File: config.mk
export PLATFORM = sky130hd
export DESIGN_NAME = ks_word_sequencer
export DESIGN_NICKNAME = d
export VERILOG_FILES = /design/src/rtl/ks_pkg.sv /design/src/rtl/kogge_stone.sv /design/src/rtl/ks_word_sequencer.sv
export SDC_FILE = /design/constraint.sdc
export NUM_CORES = 1
export LEC_CHECK = 0
export ABC_AREA = 1
export BUFFER_PORTS_ARGS = -buffer_cell sky130_fd_sc_hd__buf_2
export CORE_AREA = 2 2 48 50
export CTS_CLUSTER_SIZE = 12
export DETAILED_ROUTE_END_ITERATION = 7
export DIE_AREA = 0 0 50 52
export PLACE_DENSITY = 0.9
export SYNTH_ARGS = -nofsm -noshare
export SYNTH_HDL_FRONTEND = slang
export SYNTH_HIERARCHICAL = 1
export SYNTH_SLANG_ARGS = --single-unit
File: constraint.sdc
create_clock -name clk_i -period 4.13 [get_ports clk_i]
set_input_delay 0.2065 -clock clk_i [delete_from_list [all_inputs] [get_ports clk_i]]
set_output_delay 0.2065 -clock clk_i [all_outputs]
set_load 0.03 [all_outputs]
File: src/rtl/ks_pkg.sv
// ks_pkg: shared types and helpers for the Kogge-Stone word sequencer
package ks_pkg;
  typedef enum logic {S_FIRST, S_MID} ks_seq_state_t;
  function automatic int ks_cnt_w(input int n);
    return (n > 1) ? $clog2(n) : 1;
  endfunction
endpackage

File: src/rtl/kogge_stone.sv
// kogge_stone: combinational parallel-prefix adder with carry-in and carry-out
module kogge_stone #(
  parameter int DATA_WIDTH = 8
) (
  input  logic [DATA_WIDTH-1:0] a_i,
  input  logic [DATA_WIDTH-1:0] b_i,
  input  logic                  c_i,
  output logic [DATA_WIDTH-1:0] sum_o,
  output logic                  c_o
);
  logic [DATA_WIDTH-1:0] g, p, gn, pn, cy;
  // prefix tree: after the last level g[i]/p[i] cover bits 0..i, then fold in the carry-in
  always_comb begin
    g = a_i & b_i;
    p = a_i ^ b_i;
    gn = '0;
    pn = '0;
    for (int d = 1; d < DATA_WIDTH; d = d * 2) begin
      gn = g;
      pn = p;
      for (int i = d; i < DATA_WIDTH; i++) begin
        gn[i] = g[i] | (p[i] & g[i-d]);
        pn[i] = p[i] & p[i-d];
      end
      g = gn;
      p = pn;
    end
    cy = g | (p & {DATA_WIDTH{c_i}});
  end
  assign sum_o = a_i ^ b_i ^ {cy[DATA_WIDTH-2:0], c_i};
  assign c_o = cy[DATA_WIDTH-1];
endmodule

File: src/rtl/ks_word_sequencer.sv
// ks_word_sequencer: WORDS x DATA_WIDTH adder streaming LSW first through one kogge_stone; KS_SEQ_SUB_EN adds sub_i (subtract)
module ks_word_sequencer
  import ks_pkg::*;
#(
  parameter int DATA_WIDTH = 8,
  parameter int WORDS = 4
) (
  input  logic                  clk_i,
  input  logic                  rst_ni,
  input  logic                  in_valid_i,
  output logic                  in_ready_o,
  input  logic [DATA_WIDTH-1:0] a_i,
  input  logic [DATA_WIDTH-1:0] b_i,
  input  logic                  c_i,
`ifdef KS_SEQ_SUB_EN
  input  logic                  sub_i,
`endif
  output logic                  out_valid_o,
  input  logic                  out_ready_i,
  output logic [DATA_WIDTH-1:0] sum_o,
  output logic                  out_last_o,
  output logic                  c_o,
  output logic                  busy_o
);
  localparam int BW = ks_cnt_w(WORDS);
  localparam logic [BW-1:0] LAST_BEAT = BW'(WORDS - 1);
  ks_seq_state_t state_q, state_d;
  logic [BW-1:0] beat_q, beat_d;
  logic carry_q, accept, last, sub, add_c, add_co;
  logic [DATA_WIDTH-1:0] add_b, add_sum;
`ifdef KS_SEQ_SUB_EN
  logic sub_q;
  assign sub = (state_q == S_FIRST) ? sub_i : sub_q;
  // the operation kind is captured on the first beat and held until the last
  always_ff @(posedge clk_i or negedge rst_ni)
    if (!rst_ni) sub_q <= 1'b0;
    else if (accept && state_q == S_FIRST) sub_q <= sub_i;
`else
  assign sub = 1'b0;
`endif
  assign in_ready_o = !out_valid_o || out_ready_i;
  assign accept = in_valid_i && in_ready_o;
  assign last = (WORDS == 1) || (state_q == S_MID && beat_q == LAST_BEAT);
  assign busy_o = state_q == S_MID;
  assign add_b = b_i ^ {DATA_WIDTH{sub}};
  assign add_c = (state_q == S_MID) ? carry_q : (sub | c_i);
  kogge_stone #(.DATA_WIDTH(DATA_WIDTH)) u_add (
    .a_i  (a_i),
    .b_i  (add_b),
    .c_i  (add_c),
    .sum_o(add_sum),
    .c_o  (add_co)
  );
  // next state: an accepted last beat returns to S_FIRST, anything else lands in S_MID
  always_comb begin
    state_d = state_q;
    beat_d = beat_q;
    if (accept) begin
      state_d = last ? S_FIRST : S_MID;
      beat_d = last ? '0 : beat_q + 1'b1;
    end
  end
  // FSM and beat counter registers
  always_ff @(posedge clk_i or negedge rst_ni)
    if (!rst_ni) begin
      state_q <= S_FIRST;
      beat_q <= '0;
    end else begin
      state_q <= state_d;
      beat_q <= beat_d;
    end
  // inter-word carry plus the single-entry output register
  always_ff @(posedge clk_i or negedge rst_ni)
    if (!rst_ni) begin
      carry_q <= 1'b0;
      out_valid_o <= 1'b0;
      sum_o <= '0;
      c_o <= 1'b0;
      out_last_o <= 1'b0;
    end else if (accept) begin
      carry_q <= add_co;
      out_valid_o <= 1'b1;
      sum_o <= add_sum;
      c_o <= add_co;
      out_last_o <= last;
    end else if (out_ready_i) begin
      out_valid_o <= 1'b0;
    end
endmodule

== Yosys cells after proc, flatten, opt, wreduce, memory -nomap -nowiden ==
Index checks and enable logic that the tools add are counted.
Operators by class
  add/subtract/negate cells: 1
  multiplexer cells: 5
  bitwise logic cells: 56
  reductions and logical operators: 5
  equality and inequality tests: 1
Operators by type and width (count)
  $and 1x1->1: 34
  $or 1x1->1: 17
  $and 8x8->8: 2
  $xor 8x8->8: 2
  $or 8x8->8: 1
  $mux 1: 4
  $add 2x1->2 const B: 1
  $eq 2x2->1 const B: 1
  $logic_and 1x1->1: 2
  $mux 2: 1
  $reduce_bool 2->1: 1
  $logic_not 1->1: 1
  $logic_or 1x1->1: 1
Word-level totals
  input bits: 21
  flip-flop bits (word level): 14
  output and inout bits: 13

== Depth between registers and ports, before layout ==
Gate-level depths: netlist of the first run.
  depth after elaboration: 9
  gate-level depth with buffers: 12
  gate-level depth less buffers: 12

== Modules after synthesis ==
Netlist of the first run, hierarchy kept.
Modules (own cells, without submodules)
  ks_word_sequencer: cells each 69, instances 1, area an instance 600.6 sq um
  kogge_stone: cells each 83, instances 1, area an instance 441.7 sq um

== Worst setup path before layout of the first run ==
OpenSTA, ideal clock, no wires.
  kind: register to register
  start: reg state_q (netlist: busy_o)
  end: reg sum_o[1]
  cell stages (with the launch flop): 7
  path buffers: 0
  clock period less this slack: 1.552 ns
  library setup time: 0.118 ns
  data required time: 4.012 ns
  path slack: 2.578 ns
  data arrival time: 1.435 ns
  path through: dfrtp_1 -> o21ai_0 -> inv_1 -> fa_1 -> xnor2_1 -> nand3_1 -> nand2_1
Between the ends
  cells in the longest elaborated chain, start to end: 4
Ends and longest elaborated chain
  from (decl): line ks_word_sequencer.sv:27  | ks_seq_state_t state_q, state_d;
  from (signal assigned): line ks_word_sequencer.sv:69  | state_q <= state_d;
  $mux 1: line ks_word_sequencer.sv:46  | assign add_c = (state_q == S_MID) ? carry_q : (sub | c_i);
  named net add_c: line ks_word_sequencer.sv:29  | logic carry_q, accept, last, sub, add_c, add_co;
  $and 8x8->8: line kogge_stone.sv:28  | cy = g | (p & {DATA_WIDTH{c_i}});
  $or 8x8->8: line kogge_stone.sv:28
  $xor 8x8->8: line kogge_stone.sv:30  | assign sum_o = a_i ^ b_i ^ {cy[DATA_WIDTH-2:0], c_i};
  named net add_sum[1]: line ks_word_sequencer.sv:30  | logic [DATA_WIDTH-1:0] add_b, add_sum;
  to (signal assigned): line ks_word_sequencer.sv:83  | sum_o <= add_sum;
  to (decl): line ks_word_sequencer.sv:20  | output logic [DATA_WIDTH-1:0] sum_o,
The timed path passes the listed nets, and every way through them passes these cells.
A chain may end at the register's enable or synchronous reset.

== Worst setup path in the final report of the first run ==
Ends and elaborated chain as after synthesis.

==> reports/results.ini, run 1 <==
[routing]
wl_per_cell_um=9.24
antenna_left=0
drc=0
dr.pass1.iters=4
via_count=1023
wirelength_um=1990
drt_iter0_markers=17
viasPerCell=4.76

[timing]
final_max_slew_viol_count=0
fmax_ghz=0.648
setup_violations=0
final_hold_viol_count=0
worst_slack_ns=2.59
min_period_over_period_pct=37.4
rsz0062_at_grt=false
setup_tns_ns=0
relSlewSlack_pct=80.0
fin_crit_ns=1.54
hold_ws_ns=0.281
worst_slew_pin_slew_ns=0.300
skew_ns=0.00802

[placement]
dp.cells=210
routabilityCongestion=0.768
dp_hpwl_um=1670
io_buffer_count=33
pre_cts_slack_ns=2.60
place_area_sq_um=1220

[synth]
seq_area_frac_synth_pct=33.6
ys_types=19
synth_edf_count=0
yosys_warnings=6
synth_ff_type=dfrtp_1
async_reset_ff_share_pct=100
ys_ff_latch=14
mappedNetlistArea_sq_um=1040
synth_nets=183
avgSynthCellArea_sq_um=6.86
synthCells=152

[clock_network]
clock_latency_ns=0.28
clk_pin_slew_ns=0.09
hold_buffers=1
cts_buffers=3
cts_tree=done
root_buffer=clkbuf_4
post_cts_buffers=0
post_cts_resized=0
max-clock-path-buffers=2
clock-sinks=14
htreeDepth=1

[floorplanning]
core_area_sq_um=2110
die_h_um=52
num_rows=17
ioPinCount=34
dieArea_sq_um=2600
die_w_um=50
start_util_pct=49.5

[critical_path]
path_class=register to register
endpoint_kind=register
crit_buf_inv=1
start_kind=register
critPathTopFamily=flip-flops
required_ns=4.31
slowest_stage=dfrtp_1
max_stage_delay_ns=0.43
crit_path_max_fanout=6
cp.arrival_ns=1.73
crit_chain=o21ai_0 -> inv_1 -> fa_1 -> xnor2_1 -> nand3_1 -> nand2_1

[global_routing]
grt.met2_usage_pct=32.0
busiest_layer=met2
grt.total_usage_pct=17.1
grt-ovfl-total=0
grtUsageMet1_pct=19.5
grt_pass1_vias=903
grt_pass1_wl_um=3450
antenna_found_initial=0
met3_usage_pct=2.01
grt_max_degree=15

[power_and_ir_drop]
fin_total_pwr_uw=492
power_leakage_nw=0.801
peakVddDrop_mv=0.168
power_density_nw_per_um2=389

[layout]
final_common_cell=nand2_1
nNetsFinal=219
diodes=0
layout_common_cells=nand2_1, buf_2, inv_1, nand3_1, dfrtp_1
finalNonFillerCells=215
utilization_pct=60.1
fillers=217
syn2layout_area_growth_pct=21.4
design_area_sq_um=1260
layout-drive-gt1-share_pct=24.6

[run_status]
status=completed

[flow_run]
cap_violations=0

[hold_path]
hold_class=input pin to register

==> synth_stat cells, drive strengths merged (2+ instances only) <==
library cell	n	share of area [%]
a21oi	6	3.6
buf	3	2.3
clkinv	2	0.72
dfrtp	14	34
ha	9	11
inv	23	8.3
nand2	72	27
nand3	15	7.2
nor2	2	0.72
xor2	2	1.7
==> where the power goes <==
group | switching, mW | internal [mW]
combinational | 0.135 | 0.0714
clock | 0.0440 | 0.0536
sequential | 0.0195 | 0.168
==> sequential cells by signal, summed over array words and instances (netlist names) <==
signal       flops
carry_q          1
sum_o            8
beat_q           2
out_last_o       1
out_valid_o      1
busy_o           1
==> tightest hold or removal path, delay by kind of cell <==
family / cells / cell delay (ns)
buffers and inverters: 2 / 0.15
AND/OR/NAND/NOR: 2 / 0.10
AO/OA/AOI/OAI: 1 / 0.07
==> path summary, 6_finish.rpt <==
kind                              from  cells after the start          to  slack [ns]
setup reg to reg                busy_o                      6    sum_o[1]        2.59
hold reg to reg               sum_o[7]                      2    sum_o[7]        0.47
min in group asynchronous       rst_ni                      2    sum_o[0]        0.33
setup / recovery                busy_o                      6    sum_o[1]        2.59
hold / removal             out_ready_i                      5   beat_q[0]        0.28
max in group asynchronous       rst_ni                      2  out_last_o        3.56
==> cell families (layout without fill, tap and decap cells) <==
logic type                 count (synthesis)  count (layout)  share of synthesized area, %
and+or+nand+nor                           90              90                          35.8
buffers and inverters                     28              63                          11.3
DFF                                       14              14                          33.6
adders and majority gates                 10              10                          12.7
AOI/OAI and AO/OA                          7               7                          4.08
xor gates and xnor gates                   3               3                          2.52
==> routing by layer <==
| metal | part of all wire, % | wire (um) |
|---|---|---|
| met3 | 5.7 | 114 |
| met4 | 0.50 | 10 |
| met1 | 45 | 887 |
| met5 | 0 | 0 |
| met2 | 49 | 972 |
==> final cells by class <==
cell class | count | area [sq um] | area share, %
clock buffers | 4 | 36.3 | 2.87
inverters | 25 | 93.8 | 7.42
multi-input cells | 110 | 574 | 45.4
flip-flops and latches | 14 | 350 | 27.7
well taps | 28 | 35.0 | 2.77
repair buffers | 34 | 175 | 13.8
(Power assumes the default switching activity.)
==> run 2, diff against run 1 <==
--- a/config.mk
+++ b/config.mk
@@ -5,13 +5,13 @@
 export SDC_FILE = /design/constraint.sdc
 export NUM_CORES = 1
 export LEC_CHECK = 0
-export ABC_AREA = 1
+export ABC_AREA = 0
 export BUFFER_PORTS_ARGS = -buffer_cell sky130_fd_sc_hd__buf_2
-export CORE_AREA = 2 2 48 50
+export CORE_AREA = 2 2 50 52
 export CTS_CLUSTER_SIZE = 12
 export DETAILED_ROUTE_END_ITERATION = 7
-export DIE_AREA = 0 0 50 52
-export PLACE_DENSITY = 0.9
+export DIE_AREA = 0 0 52 54
+export PLACE_DENSITY = 0.83
 export SYNTH_ARGS = -nofsm -noshare
 export SYNTH_HDL_FRONTEND = slang
 export SYNTH_HIERARCHICAL = 1
==> constraint.sdc (replaced) <==
create_clock -name clk_i -period 1.3 [get_ports clk_i]
set_input_delay 0.065 -clock clk_i [delete_from_list [all_inputs] [get_ports clk_i]]
set_output_delay 0.065 -clock clk_i [all_outputs]
set_load 0.03 [all_outputs]
==> run 2 against run 1 <==
Against the previous run:
- the run now ends with setup timing left
- largest cell class unchanged
- critical path type unchanged
- combinational power grew to 5.1 times the previous value
- via count shrank 28%
- setup slack worse by 3.2 ns
- non-clock buffer count up 13
- synthesized cell count is 50% lower
- critical endpoint is now carry_q
- clock power increased to 3.2 times the previous value
- core utilization is 4.1 points lower
- first-iteration DRC count shrank 76%
- wire length fell by 5.8%
==> reports/results.ini, run 2 <==
[critical_path]
crit_chain=mux2_4 -> a21oi_4 -> o2111ai_2 -> a221o_1 -> a21o_1 -> mux2_4
crit_path_max_fanout=2
start_kind=register
endpoint_kind=register
max_stage_delay_ns=0.43
path_class=register to register
rrSetupSlack_ns=-0.59
ff2ff_path_depth=6
required_ns=1.47
cp.arrival_ns=2.06
crit_top_cell=mux2_4
slowest_stage=dfrtp_2

[layout]
largest_reg_flops=8
top_register=sum_o
final_common_cell=buf_2
syn2layout_area_growth_pct=38.4
finalNonFillerCells=156
largestRegisters=sum_o x8, beat_q x2
layout_common_cells=buf_2, buf_4, dfrtp_1, mux2_4, ha_1
layout-drive-gt1-share_pct=59.5
nNetsFinal=158
diodes=0
design_area_sq_um=1300

[synth]
synth_common_cells=dfrtp_1, ha_1, mux2_4
seq_area_frac_synth_pct=37.3
synth_edf_count=0
synth.area.top_cells=dfrtp_1, mux2_4, ha_1, mux2_2, xnor2_1
ys_ff_latch=14
ys_types=27
yosysMostFrequentCell=dfrtp_1
async_reset_ff_share_pct=100
yosys_warnings=6
mappedNetlistArea_sq_um=938
avgSynthCellArea_sq_um=12.3
synth_ff_type=dfrtp_1
yosysTopAreaCell=dfrtp_1
synth_nets=107
synthCells=76
synth_top_area_share_pct=37.3

[power_and_ir_drop]
power_leakage_nw=0.691
peakVddDrop_mv=0.880
power_density_nw_per_um2=1580
fin_total_pwr_mw=2.05

[clock_network]
clock-sinks=14
clock_latency_ns=0.28
cts_buffers=3
root_buffer=clkbuf_4
clk_pin_slew_ns=0.09
htreeDepth=1
max-clock-path-buffers=2
cts_tree=done

[floorplanning]
dieArea_sq_um=2810
die_h_um=54
core_area_sq_um=2320
num_rows=18
ioPinCount=34
die_w_um=52
start_util_pct=40.5

[timing]
fin_crit_ns=1.89
setup_violations=9
final_max_slew_viol_count=0
min_period_over_period_pct=145
worst_slew_pin_slew_ns=0.301
rsz0062_at_grt=true
fmax_ghz=0.529
worst_slack_ns=-0.590
relSlewSlack_pct=79.9
skew_ns=0.00818
final_hold_viol_count=0

[placement]
dp_hpwl_um=1520
place_area_sq_um=1230
io_buffer_count=33
dp.cells=150
routabilityCongestion=0.830

[global_routing]
antenna_found_initial=0
grt_max_degree=15
grt_pass1_wl_um=3000
grt.total_usage_pct=14.6
grt-ovfl-total=0
grt_pass1_vias=715

[routing]
drc=0
viasPerCell=4.70
antenna_left=0
wirelength_um=1870
dr.pass1.iters=4
wl_per_cell_um=12.0
via_count=733
drt_iter0_markers=4

[flow_run]
cap_violations=0

[run_status]
violations=setup timing
status=finished with violations

[hold_path]
whs_path_depth=2
hold_class=input pin to register

## run 2: path summary, 6_finish.rpt
path	to	from
setup / recovery	carry_q	busy_o
hold / removal	out_valid_o	in_valid_i
setup reg to reg	carry_q	busy_o
hold reg to reg	sum_o[4]	sum_o[4]
max in group asynchronous	out_valid_o	rst_ni
min in group asynchronous	beat_q[1]	rst_ni
## run 2: worst max-delay path: cells and delay by family, from the launching register on
family / cells / cell delay, ns
AOI/OAI and AO/OA: 4 / 0.78
DFF: 1 / 0.43
muxes: 2 / 0.58
## run 2: timing repair
item / in CTS / in global routing
setup buffers: 1 / 0
endpoints found under the setup margin: 9 / 9
resized for setup: 3 / 0
hold endpoints to repair: 14 / 0
hold buffers: 1 / 0
pin swaps: 5 / 3
## run 2: cell families (layout without fill, tap and decap cells)
| kind of cell | count (synthesis) | count (layout) | share of synthesized area [%] |
|---|---|---|---|
| and+or+nand+nor | 14 | 14 | 9.07 |
| buffers and inverters | 7 | 57 | 4.53 |
| muxes | 14 | 14 | 20.3 |
| xor gates and xnor gates | 6 | 6 | 5.60 |
| DFF | 14 | 14 | 37.3 |
| adders and majority gates | 10 | 10 | 14.1 |
| AOI/OAI and AO/OA | 11 | 11 | 9.07 |
## run 2: per-layer routing
| metal | wire length, um | track usage (%) | vias up | share of wire (%) |
|---|---|---|---|---|
| li1 | - | - | 371 | - |
| met1 | 811 | 16.8 | 338 | 43 |
| met2 | 956 | 26.4 | 24 | 51 |
| met3 | 103 | 1.67 | 0 | 5.5 |
| met4 | 0 | 7.89 | 0 | 0 |
| met5 | 0 | 0 | - | 0 |
## run 2: where the power goes
part / leakage, nW / switching, mW / internal [mW]
registers: 0.162 / 0.0924 / 0.592
logic: 0.508 / 0.558 / 0.497
clock network: 0.0210 / 0.137 / 0.170
total: 0.691 / 0.788 / 1.26
## run 2: cell type report
type / instances / area [sq um]
Multi-Input combinational cell: 55 / 577
Inverter: 6 / 22.5
Sequential cell: 14 / 353
Tap cell: 30 / 37.5
Clock buffer: 4 / 36.3
Fill cell: 207 / 1020
Timing Repair Buffer: 47 / 273
## run 2: stage by stage
step / setup TNS [ns] / setup slack, ns / utilization, % / hold slack [ns]
after global routing: -4.54 / -0.640 / 56.0 / 0.0350
after global placement: -4.17 / -0.594 / 53.2 / -0.0365
after CTS: -4.25 / -0.647 / 56.0 / 0.0197
after floorplan: -4.27 / -0.683 / - / -0.231
after detailed placement: -4.44 / -0.636 / 53.2 / -0.0222
final: -4.10 / -0.590 / 56.0 / 0.0332
